==> config.mk <==
export PLATFORM = sky130hd
export DESIGN_NAME = pipe_stage_chain
export DESIGN_NICKNAME = d
export VERILOG_FILES = /design/src/rtl/pipe_stage_chain.sv
export SDC_FILE = /design/constraint.sdc
export NUM_CORES = 1
export LEC_CHECK = 0
export BUFFER_PORTS_ARGS = -buffer_cell sky130_fd_sc_hd__buf_2
export CORE_ASPECT_RATIO = 0.9
export CORE_MARGIN = 2
export CORE_UTILIZATION = 40
export CTS_CLUSTER_DIAMETER = 200
export DETAILED_ROUTE_END_ITERATION = 10
export GPL_ROUTABILITY_DRIVEN = 0
export MAX_ROUTING_LAYER = met4
export PLACE_DENSITY_LB_ADDON = 0.12
export REMOVE_ABC_BUFFERS = 1
export SLEW_MARGIN = 30
export SYNTH_ARGS = -nofsm -noshare
export SYNTH_HDL_FRONTEND = slang
export SYNTH_SLANG_ARGS = --single-unit
==> constraint.sdc <==
create_clock -name clk -period 2.8 [get_ports clk]
set_input_delay 0.56 -clock clk [delete_from_list [all_inputs] [get_ports clk]]
set_output_delay 0.56 -clock clk [all_outputs]
set_load 0.03 [all_outputs]
==> src/rtl/pipe_stage_chain.sv <==
// Multi-stage pipeline register chain with a valid bit per stage, flush, and bubble collapse under stall.
// Empty stages always carry data=0 and ctrl=CTRL_BUBBLE so downstream side effects stay disabled.
module pipe_stage_chain #(
    parameter int                 DATA_W      = 16,
    parameter int                 CTRL_W      = 8,
    parameter int                 STAGES      = 2,
    parameter logic [CTRL_W-1:0]  CTRL_BUBBLE = '0
) (
    input  logic                          clk,
    input  logic                          rst,
    input  logic                          stall,
    input  logic                          flush,
    input  logic                          in_valid,
    output logic                          in_ready,
    input  logic [DATA_W-1:0]             in_data,
    input  logic [CTRL_W-1:0]             in_ctrl,
    output logic                          out_valid,
    output logic [DATA_W-1:0]             out_data,
    output logic [CTRL_W-1:0]             out_ctrl,
    output logic [$clog2(STAGES+1)-1:0]   occupancy
);

    localparam int OCC_W = $clog2(STAGES + 1);

    logic [STAGES-1:0] valid_q, valid_d;
    logic [DATA_W-1:0] data_q [STAGES];
    logic [DATA_W-1:0] data_d [STAGES];
    logic [CTRL_W-1:0] ctrl_q [STAGES];
    logic [CTRL_W-1:0] ctrl_d [STAGES];
    logic [OCC_W-1:0]  occ_q, occ_d;

    logic [STAGES-1:0] en;
    logic [STAGES-1:0] src_valid;
    logic [DATA_W-1:0] src_data [STAGES];
    logic [CTRL_W-1:0] src_ctrl [STAGES];

    // A stage may advance when any stage at or beyond it is empty, or the head is released.
    always_comb begin : advance_enable
        logic hole;
        en   = '0;
        hole = ~stall;
        for (int k = STAGES - 1; k >= 0; k--) begin
            hole  = hole | ~valid_q[k];
            en[k] = hole;
        end
    end

    assign in_ready = en[0];

    always_comb begin : source_select
        src_valid    = '0;
        src_valid[0] = in_valid;
        src_data[0]  = in_data;
        src_ctrl[0]  = in_ctrl;
        for (int k = 1; k < STAGES; k++) begin
            src_valid[k] = valid_q[k-1];
            src_data[k]  = data_q[k-1];
            src_ctrl[k]  = ctrl_q[k-1];
        end
    end

    // NOTE: every output of a combinational block gets a default first so no path can infer a latch.
    always_comb begin : next_state
        valid_d = valid_q;
        occ_d   = '0;
        for (int k = 0; k < STAGES; k++) begin
            data_d[k] = data_q[k];
            ctrl_d[k] = ctrl_q[k];
            if (flush) begin
                valid_d[k] = 1'b0;
                data_d[k]  = '0;
                ctrl_d[k]  = CTRL_BUBBLE;
            end else if (en[k]) begin
                valid_d[k] = src_valid[k];
                data_d[k]  = src_valid[k] ? src_data[k] : '0;
                ctrl_d[k]  = src_valid[k] ? src_ctrl[k] : CTRL_BUBBLE;
            end
        end
        for (int k = 0; k < STAGES; k++) begin
            occ_d = occ_d + OCC_W'(valid_d[k]);
        end
    end

    // NOTE: sequential state uses non-blocking assignments so every stage samples pre-edge values.
    // NOTE: the payload array is reset too, because empty stages must present data=0 after reset.
    always_ff @(posedge clk) begin
        if (rst) begin
            valid_q <= '0;
            occ_q   <= '0;
            for (int k = 0; k < STAGES; k++) begin
                data_q[k] <= '0;
                ctrl_q[k] <= CTRL_BUBBLE;
            end
        end else begin
            valid_q <= valid_d;
            occ_q   <= occ_d;
            for (int k = 0; k < STAGES; k++) begin
                data_q[k] <= data_d[k];
                ctrl_q[k] <= ctrl_d[k];
            end
        end
    end

    assign out_valid = valid_q[STAGES-1];
    assign out_data  = data_q[STAGES-1];
    assign out_ctrl  = ctrl_q[STAGES-1];
    assign occupancy = occ_q;

endmodule
==> results.toml <==
[route]
vias = 1635
routed_wl_mm = 4.29
drt_iter0_drc = 62
drc = 0
via_per_inst = 4.75
ant_nets = 0
avgRoutedWirePerCell_um = 12.5
firstDrtPassIters = 4

[global_route]
gr-total-overflow = 0
antenna_found_initial = 0
grt_max_degree = 31
grt_pass1_vias = 1480
grt.total_usage_pct = 15.7
grt_pass1_wl_mm = 6.77

[worst_setup_path]
arrival_ps = 1450
cp-end-kind = "output pin"
max_stage_delay_ps = 510
critPathMaxFanout = 8
cp_slowest_cell = "dfxtp_1"
path_cells = "and3_1 -> inv_2 -> buf_2"
crit_type = "reg -> out"
crit_start = "valid_q[0]"
endpoint = "in_ready"
regToRegEndpoint = "occupancy[0]"
r2r_start = "valid_q[0]"
rrSetupSlack_ps = 1220
cp-start-kind = "flop"
r2r_cells = 5
required_ps = 2240

[synth]
synth_top_area_cell = "dfxtp_1"
syn_area_um2 = 2040
netlist.area_leader.share_pct = 51.0
synth.distinct_cells = 17
synthTopCellsByArea = "dfxtp_1 51%, nand2_1 13%, a21oi_1 12%"
netlist_instances = 253
ys_warn_count = 0
synth-seq-cells = 52
ys_seq_area_share_pct = 51.0
syn_area_per_cell_um2 = 8.07

[sta]
fin_skew_ps = 5.16
period_share_pct = 71.9
clock.fmax_ghz = 0.497
grt_setup_unrepaired = "false"
fin_tns_setup_ps = 0
hold_viol_final = 0
slew_violations = 0
maxSlewHeadroom_pct = 43.7
finalSetupViolations = 0
worst-slew-pin-transition_ps = 842
fin_crit_ps = 2010

[final_layout]
area_growth_pct = 10.3
layout_common_cells = "69 x nand2_1, 56 x buf_2, 52 x dfxtp_1"
mostFrequentLayoutCell = "nand2_1"
fin_cells = 344
nFillCells = 537
diodes = 0
final_area_um2 = 2250
multi_input_area_um2 = 721
fin_nets = 308
register_area_um2 = 1040
drive_gt1_share_pct = 24.7

[clock_network]
clk_latency_ps = 300
cts_buffers = 5
cts-root-buf = "clkbuf_8"
htree_levels = 2
cts-resized-gates = 0
clockBufferDepth = 2
cts_tree = "yes"
cts_sinks = 52
clk_pin_slew_worst_paths_ps = 80
cts_hold_buf = 0
cts_setup_buffers = 0

[floorplanning]
io_pins = 57
rows = 24
fp.dieArea_um2 = 5690
die_y_um = 71.8
core_area_um2 = 4890
fp.dieW_um = 79.3
start_util_pct = 41.7

[placed_design]
io_buffers = 56
place_area_um2 = 2150
dp_cells = 336
hpwlAfterDp_mm = 2.67

[pwr]
ir_worst_vdd_mv = 0.238
p_leak_nw = 0.907
power.density_nw_per_um2 = 557

[job]
drv_cap = 0

[min_path]
hp-class = "in -> reg"

[status]
status = "finished, final reports clean"
power breakdown:
part | total, W | internal (W) | switching, W
Combinational | 0.0000683 | 0.0000288 | 0.0000395
Clock | 0.000429 | 0.000202 | 0.000227
Sequential | 0.000757 | 0.000751 | 0.00000634
routing by layer:
metal | up-vias | routed length [µm] | track usage [%]
li1 | 849 | - | -
met1 | 742 | 2090 | 19.2
met2 | 39 | 1970 | 25.8
met3 | 5 | 190 | 3.65
met4 | 0 | 41 | 5.17
met5 | - | 0 | -
flip-flops by register name, summed over array words and instances (netlist names):
name / flops
data_q: 32
ctrl_q: 16
occupancy: 2
valid_q: 2
cells in the mapped netlist:
cell,number
ha_1,1
nand2_1,69
and2_1,1
buf_6,3
buf_4,25
nand3_1,28
clkbuf_1,7
inv_1,1
nor2_1,5
dfxtp_1,52
inv_2,1
nor2b_1,2
and3_1,1
or2_2,1
a21oi_1,48
buf_2,7
o21bai_1,1
logic make-up after synthesis:
| family | Yosys count | synth area share, % |
|---|---|---|
| DFF | 52 | 51.0 |
| adders and majority gates | 1 | 0.613 |
| AOI/OAI and AO/OA | 49 | 12.1 |
| and+or+nand+nor | 107 | 22.0 |
| buffers and inverters | 44 | 14.2 |
final cells by class:
cell class | count | share of cell area, %
flip-flops and latches | 52 | 46.2
well taps | 65 | 3.61
repair buffers | 60 | 13.8
clock buffers | 8 | 4.00
multi-input cells | 157 | 32.0
inverters | 2 | 0.334
critical path, delay by kind of cell, from the launching register on:
| family | cells | cell delay, ps |
|---|---|---|
| DFF | 1 | 510 |
| and+or+nand+nor | 1 | 410 |
| buffers and inverters | 2 | 240 |
how the worst min path moves through the flow:
stage | from | end | cells past startpoint
5_1_grt | rst | occupancy[1] | 2
6_report | rst | occupancy[1] | 2
2_1_floorplan | ctrl_q[0][1] | ctrl_q[0][1] | 2
3_5_place_dp | data_q[0][29] | data_q[0][29] | 2
4_1_cts | rst | occupancy[1] | 2
3_3_place_gp | data_q[0][20] | data_q[0][20] | 2
per-stage QoR:
step / worst slack, ps / total power [W] / util [%] / hold slack, ps
floorplan: 771 / 0.000804 / - / 432
finish: 788 / 0.00125 / 46.0 / 436
CTS: 806 / 0.00127 / 45.8 / 424
global placement: 775 / 0.000842 / 44.0 / 437
detailed placement: 735 / 0.000843 / 44.0 / 442
global route: 690 / 0.00131 / 46.0 / 434
(Power assumes the default switching activity.)
